**config.mk**
```make
export PLATFORM = sky130hd
export DESIGN_NAME = rgb_event_sequencer
export DESIGN_NICKNAME = d
export VERILOG_FILES = /design/src/rtl/rgb_event_sequencer.sv
export SDC_FILE = /design/constraint.sdc
export NUM_CORES = 1
export LEC_CHECK = 0
export ABC_AREA = 1
export CAP_MARGIN = 20
export CELL_PAD_IN_SITES_DETAIL_PLACEMENT = 0
export CELL_PAD_IN_SITES_GLOBAL_PLACEMENT = 1
export CORE_AREA = 2 2 137 139
export DETAILED_ROUTE_END_ITERATION = 8
export DIE_AREA = 0 0 139 141
export PLACE_DENSITY_LB_ADDON = 0.25
export SYNTH_ARGS = -nofsm -noshare
export SYNTH_HDL_FRONTEND = slang
export SYNTH_SLANG_ARGS = --single-unit
```
**constraint.sdc**
```tcl
create_clock -name CLK -period 1.6 [get_ports CLK]
set_input_delay 0.24 -clock CLK [delete_from_list [all_inputs] [get_ports CLK]]
set_output_delay 0.24 -clock CLK [all_outputs]
set_load 0.01 [all_outputs]
```
**src/rtl/rgb_event_sequencer.sv**
```systemverilog
// Per-channel RGB sweep sequencers: a rising event edge lights the channel's colour on
// each LED in turn for STEP_CYCLES cycles; channel outputs are OR- or priority-mixed per LED.
module rgb_event_sequencer #(
  parameter int                        NUM_EVENTS   = 3,
  parameter int                        NUM_LEDS     = 4,
  parameter int                        STEP_CYCLES  = 25000000,
  parameter logic [3*NUM_EVENTS-1:0]   EVENT_COLORS = 9'b100_010_001
) (
  input  logic                  CLK,
  input  logic                  RST,
  input  logic [NUM_EVENTS-1:0] event_in,
  input  logic                  mix_mode,
  output logic [NUM_LEDS-1:0]   led_R,
  output logic [NUM_LEDS-1:0]   led_G,
  output logic [NUM_LEDS-1:0]   led_B,
  output logic [NUM_EVENTS-1:0] busy
);

  localparam int TW = (STEP_CYCLES > 1) ? $clog2(STEP_CYCLES) : 1;
  localparam int SW = (NUM_LEDS > 1) ? $clog2(NUM_LEDS) : 1;
  localparam logic [TW-1:0] TIMER_LAST = TW'(STEP_CYCLES - 1);
  localparam logic [SW-1:0] STEP_LAST  = SW'(NUM_LEDS - 1);

  localparam logic [0:0] ST_IDLE = 1'b0;
  localparam logic [0:0] ST_RUN  = 1'b1;

  logic [NUM_EVENTS-1:0] state_q, state_d;
  logic [NUM_EVENTS-1:0] event_prev_q;
  logic [NUM_EVENTS-1:0] edge_w;
  logic [TW-1:0]         timer_q [NUM_EVENTS];
  logic [TW-1:0]         timer_d [NUM_EVENTS];
  logic [SW-1:0]         step_q  [NUM_EVENTS];
  logic [SW-1:0]         step_d  [NUM_EVENTS];
  logic [NUM_LEDS-1:0]   led_r_q, led_g_q, led_b_q;
  logic [NUM_LEDS-1:0]   led_r_d, led_g_d, led_b_d;

  assign edge_w = event_in & ~event_prev_q;

  // A fresh edge always restarts the sweep, overriding any step or terminal advance.
  always_comb begin
    for (int e = 0; e < NUM_EVENTS; e++) begin
      state_d[e] = state_q[e];
      timer_d[e] = timer_q[e];
      step_d[e]  = step_q[e];
      if (edge_w[e]) begin
        state_d[e] = ST_RUN;
        timer_d[e] = '0;
        step_d[e]  = '0;
      end else if (state_q[e] == ST_RUN) begin
        if (timer_q[e] == TIMER_LAST) begin
          timer_d[e] = '0;
          if (step_q[e] == STEP_LAST) state_d[e] = ST_IDLE;
          else                        step_d[e]  = step_q[e] + 1'b1;
        end else begin
          timer_d[e] = timer_q[e] + 1'b1;
        end
      end
    end
  end

  always_comb begin
    logic [2:0] col;
    logic       hit;
    led_r_d = '0;
    led_g_d = '0;
    led_b_d = '0;
    for (int l = 0; l < NUM_LEDS; l++) begin
      col = '0;
      hit = 1'b0;
      for (int e = 0; e < NUM_EVENTS; e++) begin
        if ((state_q[e] == ST_RUN) && (step_q[e] == SW'(l))) begin
          if (!mix_mode)  col = col | EVENT_COLORS[3*e +: 3];
          else if (!hit)  col = EVENT_COLORS[3*e +: 3];
          hit = 1'b1;
        end
      end
      led_r_d[l] = col[2];
      led_g_d[l] = col[1];
      led_b_d[l] = col[0];
    end
  end

  // Output registers trail the channel state by one cycle.
  always_ff @(posedge CLK) begin
    if (RST) begin
      state_q      <= {NUM_EVENTS{ST_IDLE}};
      event_prev_q <= '1;
      led_r_q      <= '0;
      led_g_q      <= '0;
      led_b_q      <= '0;
      for (int e = 0; e < NUM_EVENTS; e++) begin
        timer_q[e] <= '0;
        step_q[e]  <= '0;
      end
    end else begin
      state_q      <= state_d;
      event_prev_q <= event_in;
      led_r_q      <= led_r_d;
      led_g_q      <= led_g_d;
      led_b_q      <= led_b_d;
      for (int e = 0; e < NUM_EVENTS; e++) begin
        timer_q[e] <= timer_d[e];
        step_q[e]  <= step_d[e];
      end
    end
  end

  assign led_R = led_r_q;
  assign led_G = led_g_q;
  assign led_B = led_b_q;
  assign busy  = state_q;

endmodule

```
==> metrics.csv, run 1 <==
metric,value,unit
status,"finished, final reports clean",
Worst setup SP type,register,
Max Slew Vio Count,0,
cell taking the most area after synthesis,dfxtp_1,
die height,141,um
Fin. Hold Viols,0,
"Clk pin slew, worst setup/hold paths",70,ps
syn avg cell area,6.81,um2
routed vias/inst,4.32,
Ys Warns,0,
syn nets,811,
clock sink count,99,
vias in the first global route,4490,
share of the synthesized area in the top cell type,36.8,%
NetSw,0.00114,W
skew final,7.19,ps
Sw Share,23.5,%
Final setup viols,0,
VDD IR max,0.580,mV
sequential area share after synthesis,36.8,%
port bufs,20,
GRT Util Overall,14.2,%
Post-DRT Antenna Nets,0,
clock network power share,43.9,%
DRT iter0 DRCs,196,
Gate power share,4.8,%
die area,19600,um2
Final Critical Period,1530,ps
CP Max Fanout,3,
Final nets,869,
synth top area cells,"dfxtp_1 (37%), nor2_1 (12%), nand2_1 (12%)",
Least-Margin Pin Slew,443,ps
DRT Wirelength,13500,um
CTS buffer count,9,
fmax,655,MHz
Clock Path Buffers,2,
final period utilization,95.4,%
Avg WL per Cell,12.4,um
core area,18300,um2
GR Overflow Total,0,
CTS root buf,clkbuf_16,
vias post-DR,4694,
leakage,2.32,nW
post-synthesis register bit count,99,
H-Tree Depth,3,
pre-CTS worst setup slack,1.27,ps
CP Class,register to register,
"commonest non-fill, non-tap cell in the layout",nor2_1,
fraction of layout cells with a size suffix above 1,17.5,%
Area growth syn-to-layout,20.3,%
Unique masters post-synth,34,
io pins,21,
drt drc,0,
HP Class,register to register,
headroom to the max-slew limit,70.2,%
final setup margin,73.4,ps
non-filler instance count after layout,1087,
placed cells,1070,
first-pass GRT wire length,22500,um
row cnt,50,
crit end category,register,
RD Place Congestion,0.805,
initial antenna violation count,0,
max cap viols,0,
clk_lat worst skew,350,ps
First-pass DRT Iterations,4,
Die W,139,um
initial core utilization,29.5,%
power per cell area,750,nW/um2
largest net degree at the start of global routing,16,
# diodes,0,
sequential share of power,51.4,%
Synth Cell Area,5380,um2
most frequent cells in the layout,"nor2_1 (171), nand2_1 (165), dfxtp_1 (95), inv_1 (87), nand3_1 (41)",
RSZ-0062 raised after global routing,yes,
HPWL Detailed,10500,um
WP data arrival,1820,ps
Pint,0.00372,W
CTS tree,built,
Post-Syn Instances,790,
"Req. time, crit path",1890,ps
==> logic make-up (layout without fill, tap and decap cells) <==
group           Yosys count  after routing  synth area share [%]
compound gates           30             30                  3.28
buf+inv                 105            168                  7.77
simple gates            505            505                  42.8
xor+xnor                 36             36                  5.86
fa+ha+maj                15             15                  3.49
flops                    99             99                  36.8
==> worst max-delay path, cell delays in order (launching register included) <==
cell	delay, ps
dfxtp_1	340
ha_1	190
buf_4	120
nand2_2	70
nor2_4	140
nand3_4	110
nor2_4	130
nand3b_1	140
nand2_1	100
nand2_2	50
nor2_2	70
==> path summary, 6_finish.rpt <==
kind / start / to / slack, ps / depth (start not counted)
hold / removal: timer_q[0][50]$_SDFFE_PP0P_ / timer_q[0][50]$_SDFFE_PP0P_ / 490 / 2
setup reg to reg: timer_q[0][0]$_SDFFE_PP0P_ / timer_q[0][22]$_SDFFE_PP0P_ / 70 / 10
setup / recovery: timer_q[0][0]$_SDFFE_PP0P_ / timer_q[0][22]$_SDFFE_PP0P_ / 70 / 10
hold reg to reg: timer_q[0][50]$_SDFFE_PP0P_ / timer_q[0][50]$_SDFFE_PP0P_ / 490 / 2
==> cells in the mapped netlist, drive strengths merged <==
cell / n
nor2: 206
nand2: 191
dfxtp: 99
inv: 96
nand3: 48
nor3: 31
xor2: 29
nand4: 23
a21oi: 22
ha: 15
xnor2: 7
buf: 6
clkbuf: 3
o21ai: 3
or2: 3
a31oi: 2
o21bai: 2
a31o: 1
and2: 1
nand3b: 1
nor4: 1
==> power by group through the flow <==
stage | combinational, W | clock, W | sequential, W
2_1_floorplan | 0.000116 | 0 | 0.00255
4_1_cts | 0.000233 | 0.00221 | 0.00249
3_3_place_gp | 0.000236 | 0 | 0.00255
6_report | 0.000232 | 0.00213 | 0.00249
5_1_grt | 0.000259 | 0.00230 | 0.00250
3_5_place_dp | 0.000234 | 0 | 0.00255
==> what timing repair did <==
action,CTS,global route
buffers inserted,0,1
gates resized for setup,2,22
setup endpoints to repair,2,44
hold buffers,0,0
endpoints found under the hold margin,0,0
pin swaps,0,4
==> state kept, by name, summed over array words and instances, names as in the netlist <==
signal        flops
timer_q          75
step_q            6
event_prev_q      3
led_R             4
led_G             4
busy              3
led_B             4
==> final cells by class <==
class	instances	area, um2
fill	2018	11800
clock inverter	4	23.8
multi-input combinational	586	3050
clock buffer	12	256
timing repair buffer	56	497
tap	234	293
sequential	99	1990
inverter	96	368
==> per-stage QoR <==
stage               hold slack (ps)  area (um2)  total power (W)  TNS (ps)  util [%]
CTS                             476        6390          0.00494         0      35.0
global placement                470        6110          0.00278         0      33.4
detailed placement              471        6110          0.00278         0      33.4
global route                    500        6470          0.00506     -69.1      35.4
floorplan                       319        5380          0.00267         0         -
finish                          485        6470          0.00486         0      35.4
==> metal layers <==
metal	track usage, %	wire (um)	vias to the layer above
met2	23.6	6150	41
met3	3.02	277	10
li1	-	-	2572
met5	0	0	-
met4	3.67	123	0
met1	18.8	6930	2071
No activity file was read; power rests on OpenSTA's default activity.
==> run 2, diff against run 1 <==
Settings changed: CORE_AREA 2 2 137 139 to 4 4 139 141, DIE_AREA 0 0 139 141 to 0 0 143 145, HOLD_SLACK_MARGIN set to 0.08.
==> metrics.csv, run 2 (synthesis results as in run 1) <==
metric,value,unit,change
met2 global-route usage,20.8,%,-2.8 points
Avg WL per Cell,12.4,um,-0.36%
headroom to the max-slew limit,72.6,%,+2.5 points
fmax,659,MHz,+0.58%
VDD IR max,0.694,mV,+20%
RD Place Congestion,0.815,,+1.3%
fill count,1993,,-1.2%
most frequent cells in the layout,"nor2_1 (169), nand2_1 (165), dfxtp_1 (93), inv_1 (87), nand3_1 (42)",,
GR Overflow Total,0,,unchanged
Min-Delay Endpoint,timer_q[0][50]$_SDFFE_PP0P_,,
fin area,6530,um2,+0.91%
Fin. Hold Viols,0,,unchanged
r2r startpoint,timer_q[0][50]$_SDFFE_PP0P_,,
leakage,2.37,nW,+2.1%
vias in the first global route,4625,,+3.0%
die height,145,um,+2.8%
skew final,11.7,ps,+4.52 ps
Hold Crit Depth,2,,unchanged
# diodes,0,,unchanged
First-pass DRT Iterations,4,,unchanged
row cnt,49,,-2.0%
CTS buffer count,9,,unchanged
GRT Util Overall,13.5,%,-0.66 points
drt drc,0,,unchanged
WP data arrival,1280,ps,-540 ps
DRT Wirelength,13400,um,-0.36%
Largest Register,timer_q,,
GR Layer Usage met3,2.96,%,-0.062 points
die area,20700,um2,+5.8%
"Clk pin slew, worst setup/hold paths",70,ps,about the same
max cap viols,0,,unchanged
Final nets,874,,+0.58%
Max Slew Vio Count,0,,unchanged
largest net degree at the start of global routing,17,,+1
CP cell instances,clkdlybuf4s50_1,,
Final setup viols,0,,unchanged
DRT iter0 DRCs,199,,+1.5%
fraction of layout cells with a size suffix above 1,18.4,%,+0.95 points
final setup margin,82.2,ps,+8.80 ps
HP Class,register to register,,
Worst setup SP type,register,,
core area,18000,um2,-1.7%
crit end category,primary output,,
io pins,21,,unchanged
power per cell area,784,nW/um2,+4.5%
routed vias/inst,4.34,,+0.47%
final hold slack,470,ps,-15.5 ps
clock sink count,99,,unchanged
met1 Track Usage GR,19.0,%,+0.26 points
Post-DP Area,6140,um2,+0.43%
H-Tree Depth,3,,unchanged
max reg flops,75,,unchanged
internal reg-to-reg setup slack,100,ps,+30 ps
crit-path leading delay family,buffers and inverters,,
initial core utilization,30.0,%,+0.50 points
port bufs,20,,unchanged
pre-CTS worst setup slack,8.68,ps,+7.42 ps
initial antenna violation count,0,,unchanged
Worst R2R End,timer_q[0][51]$_SDFFE_PP0P_,,
CTS root buf,clkbuf_16,,
Final Critical Period,1520,ps,-8.80 ps
CP Max Fanout,1,,-2
origin of the worst min-delay path,timer_q[0][50]$_SDFFE_PP0P_,,
HPWL Detailed,10600,um,+1.0%
Overall Power,0.00512,W,+5.5%
"Req. time, crit path",1360,ps,-530 ps
CTS tree,built,,
vias post-DR,4716,,+0.47%
R2R cell count,9,,-1
final period utilization,94.9,%,-0.55 points
Least-Margin Pin Slew,407,ps,-36.7 ps
biggest regs,"timer_q x75, step_q x6",,
"commonest non-fill, non-tap cell in the layout",nor2_1,,
status,"finished, final reports clean",,
CP max stage delay,560,ps,+220 ps
Area growth syn-to-layout,21.3,%,
CP Class,register to primary output,,
Die W,143,um,+2.9%
clk_lat worst skew,350,ps,about the same
Clock Path Buffers,2,,unchanged
Top Usage Layer GRT,met2,,
first-pass GRT wire length,22900,um,+2.0%
CP Buf/Inv Count,1,,unchanged
Post-DRT Antenna Nets,0,,unchanged
Crit-path slowest cell,clkdlybuf4s50_1,,
-- run 2: area by class of cell --
class	count	area, um2	share of cell area (%)
Clock buffer	10	239	3.66
Sequential cell	99	1990	30.5
Clock inverter	6	87.6	1.34
Inverter	96	368	5.63
Multi-Input combinational cell	586	3040	46.5
Timing Repair Buffer	61	520	7.97
Tap cell	229	287	4.39
-- run 2: what timing repair did --
item / in CTS / in global routing
hold buffers: 0 / 0
buffers inserted: 0 / 0
pin swaps: 0 / 4
endpoints found under the setup margin: 3 / 51
resized for setup: 6 / 22
-- run 2: how the worst max path moves through the flow --
stage	from	endpoint	slack (ps)	depth (start not counted)
finish	led_R[0]$_SDFF_PP0_	led_R[0]	80	1
global route	timer_q[0][50]$_SDFFE_PP0P_	timer_q[0][55]$_SDFFE_PP0P_	-3	9
CTS	timer_q[0][50]$_SDFFE_PP0P_	timer_q[0][51]$_SDFFE_PP0P_	10	9
detailed placement	RST	timer_q[0][51]$_SDFFE_PP0P_	9	7
global placement	RST	timer_q[0][51]$_SDFFE_PP0P_	50	7
floorplan	timer_q[0][50]$_SDFFE_PP0P_	timer_q[0][64]$_SDFFE_PP0P_	250	9
-- run 2: power breakdown --
group | total (W) | switching (W) | leakage, nW | internal [W]
clock | 0.00239 | 0.000978 | 0.163 | 0.00142
sequential | 0.00250 | 0.0000131 | 0.802 | 0.00248
combinational | 0.000231 | 0.000138 | 1.40 | 0.0000927
total | 0.00512 | 0.00113 | 2.37 | 0.00399
-- run 2: metrics by stage --
stage	utilization, %	setup TNS [ps]	std cells
6_report	36.4	0	1087
5_1_grt	36.4	-6.52	1087
4_1_cts	36.0	0	1087
3_3_place_gp	34.2	0	1071
3_5_place_dp	34.2	0	1071
2_1_floorplan	-	0	790
-- run 2: per-layer routing --
layer / vias to the layer above / part of all wire, % / wire length (um)
met5: - / 0 / 0
met4: 0 / 1.1 / 152
met3: 10 / 2.6 / 355
met2: 46 / 45 / 6110
met1: 2072 / 51 / 6810
li1: 2588 / - / -
==> run 3, diff against run 2 <==
Clock period 1.6 ns to 1.7 ns, I/O delays scaled along.
==> metrics.csv, run 3 (synthesis results as in run 1) <==
metric,value,unit,change
Crit-path slowest cell,dfxtp_1,,
Largest Register,timer_q,,
final core occ,35.3,%,-1.1 points
Worst R2R End,timer_q[0][24]$_SDFFE_PP0P_,,
GR Overflow Total,0,,unchanged
RD Place Congestion,0.813,,-0.25%
row cnt,49,,unchanged
biggest regs,"timer_q x75, step_q x6",,
port bufs,20,,unchanged
initial core utilization,30.0,%,unchanged
final period utilization,91.0,%,
First-pass DRT Iterations,4,,unchanged
io pins,21,,unchanged
core area,18000,um2,unchanged
Clock Path Buffers,2,,unchanged
Avg WL per Cell,12.2,um,-1.1%
skew final,8.22,ps,-3.49 ps
crit-path leading delay family,simple AND/OR/NAND/NOR gates,,
CP Class,register to register,,
CP cell instances,"ha_1, nand3_1, nor2_1, nand3_1, nor2_2, nand3_1, nand2_2, nor2_1",,
most frequent cells in the layout,"nor2_1 (175), nand2_1 (168), dfxtp_1 (97), inv_1 (87), nand3_1 (43)",,
HPWL Detailed,10400,um,-1.8%
CP max stage delay,330,ps,-230 ps
postcts setup bufs,0,,unchanged
hold buffer count at cts,0,,unchanged
"Req. time, crit path",1950,ps,+590 ps
Hold Crit Depth,2,,unchanged
drt drc,0,,unchanged
die area,20700,um2,unchanged
largest net degree at the start of global routing,17,,unchanged
status,"finished, final reports clean",,
Min-Delay Endpoint,timer_q[0][50]$_SDFFE_PP0P_,,
Final nets,861,,-1.5%
DRT iter0 DRCs,231,,+16%
VDD IR max,0.463,mV,-33%
leakage,2.30,nW,-2.9%
Least-Margin Pin Slew,400,ps,-6.07 ps
CTS root buf,clkbuf_16,,
Fin. Hold Viols,0,,unchanged
r2r startpoint,timer_q[0][0]$_SDFFE_PP0P_,,
CTS tree,built,,
HP Class,register to register,,
max reg flops,75,,unchanged
R2R cell count,8,,-1
Area growth syn-to-layout,17.8,%,
Final Critical Period,1550,ps,
CP most frequent cell,nand3_1,,
clock sink count,99,,unchanged
max cap viols,0,,unchanged
initial antenna violation count,0,,unchanged
fraction of layout cells with a size suffix above 1,15.4,%,-3.0 points
internal reg-to-reg setup slack,150,ps,+50 ps
crit end category,register,,
H-Tree Depth,3,,unchanged
Max Slew Vio Count,0,,unchanged
"commonest non-fill, non-tap cell in the layout",nor2_1,,
CP Max Fanout,4,,+3
clk_lat worst skew,360,ps,about the same
Overall Power,0.00463,W,-9.7%
"Clk pin slew, worst setup/hold paths",70,ps,about the same
DRT Wirelength,13100,um,-2.3%
routed vias/inst,4.31,,-0.66%
WP data arrival,1790,ps,+510 ps
CP Buf/Inv Count,0,,-1
setup tns final,0,ps,unchanged
GRT Util Overall,13.4,%,-0.085 points
headroom to the max-slew limit,73.2,%,+0.51 points
vias in the first global route,4617,,-0.17%
Worst path depth,8,,+7
die height,145,um,unchanged
Die W,143,um,unchanged
first-pass GRT wire length,22600,um,-1.3%
origin of the worst min-delay path,timer_q[0][50]$_SDFFE_PP0P_,,
Worst setup SP type,register,,
# diodes,0,,unchanged
RSZ-0062 raised after global routing,no,,
power per cell area,730,nW/um2,-7.0%
CTS buffer count,9,,unchanged
fmax,646,MHz,
Final setup viols,0,,unchanged
vias post-DR,4629,,-1.8%
Post-DRT Antenna Nets,0,,unchanged
[run 3: cell count changes in the layout (fill, tap and decap cells not counted), moves of 3 or more]
cell,before,now
nor2_1,169,175
nand2_1,165,168
nor2_4,8,5
buf_4,39,27
nor2_2,29,26
dfxtp_1,93,97
dfxtp_2,6,1
[run 3: worst max-delay path by stage]
stage                                      from                     endpoint  slack (ps)
CTS                          busy[2]$_SDFF_PP0_                      busy[2]           2
floorplan           timer_q[0][50]$_SDFFE_PP0P_  timer_q[0][64]$_SDFFE_PP0P_         350
global route        timer_q[0][25]$_SDFFE_PP0P_  timer_q[0][47]$_SDFFE_PP0P_           8
global placement                            RST  timer_q[0][22]$_SDFFE_PP0P_         120
finish               timer_q[0][0]$_SDFFE_PP0P_  timer_q[0][24]$_SDFFE_PP0P_         150
detailed placement                          RST  timer_q[0][18]$_SDFFE_PP0P_         100
[run 3: cell type report]
| type | instances | area [um2] |
|---|---|---|
| Fill cell | 1941 | 11600 |
| Multi-Input combinational cell | 586 | 2990 |
| Inverter | 96 | 365 |
| Clock inverter | 7 | 68.8 |
| Sequential cell | 99 | 1990 |
| Tap cell | 229 | 287 |
| Timing Repair Buffer | 48 | 418 |
| Clock buffer | 9 | 225 |
[run 3: power by group]
part	switching [W]	leakage [nW]	internal, W
sequential	0.0000127	0.800	0.00233
combinational	0.000123	1.36	0.0000800
clock	0.000939	0.141	0.00114
[run 3: worst reg2reg max path: stages, from the launching register on]
cell and delay (ps):
dfxtp_1 330, ha_1 190, nand3_1 150, nor2_1 150
nand3_1 190, nor2_2 200, nand3_1 110, nand2_2 80
nor2_1 30
[run 3: timing repair]
| action | in CTS | in global routing |
|---|---|---|
| gates cloned | 0 | 0 |
| endpoints found under the setup margin | 3 | 17 |
| hold endpoints to repair | 0 | 0 |
| gates resized for setup | 5 | 4 |
[run 3: through the flow]
stage                     setup WS, ps  instance area [um2]  hold WS [ps]  instances
after floorplan                    351                 5380           334        790
after CTS                         2.15                 6330           490       1074
final                              153                 6340           494       1074
after detailed placement          98.7                 6030           480       1058
after global placement             119                 6030           479       1058
after global routing              7.92                 6340           528       1074
[run 3: per-layer routing]
metal  wire length (um)  global-route usage (%)  vias up
met1               6700                    18.7     2015
met3                350                    2.76       17
met4                223                    4.47        0
li1                   -                       -     2557
met5                  0                       0        -
met2               5860                    20.8       40
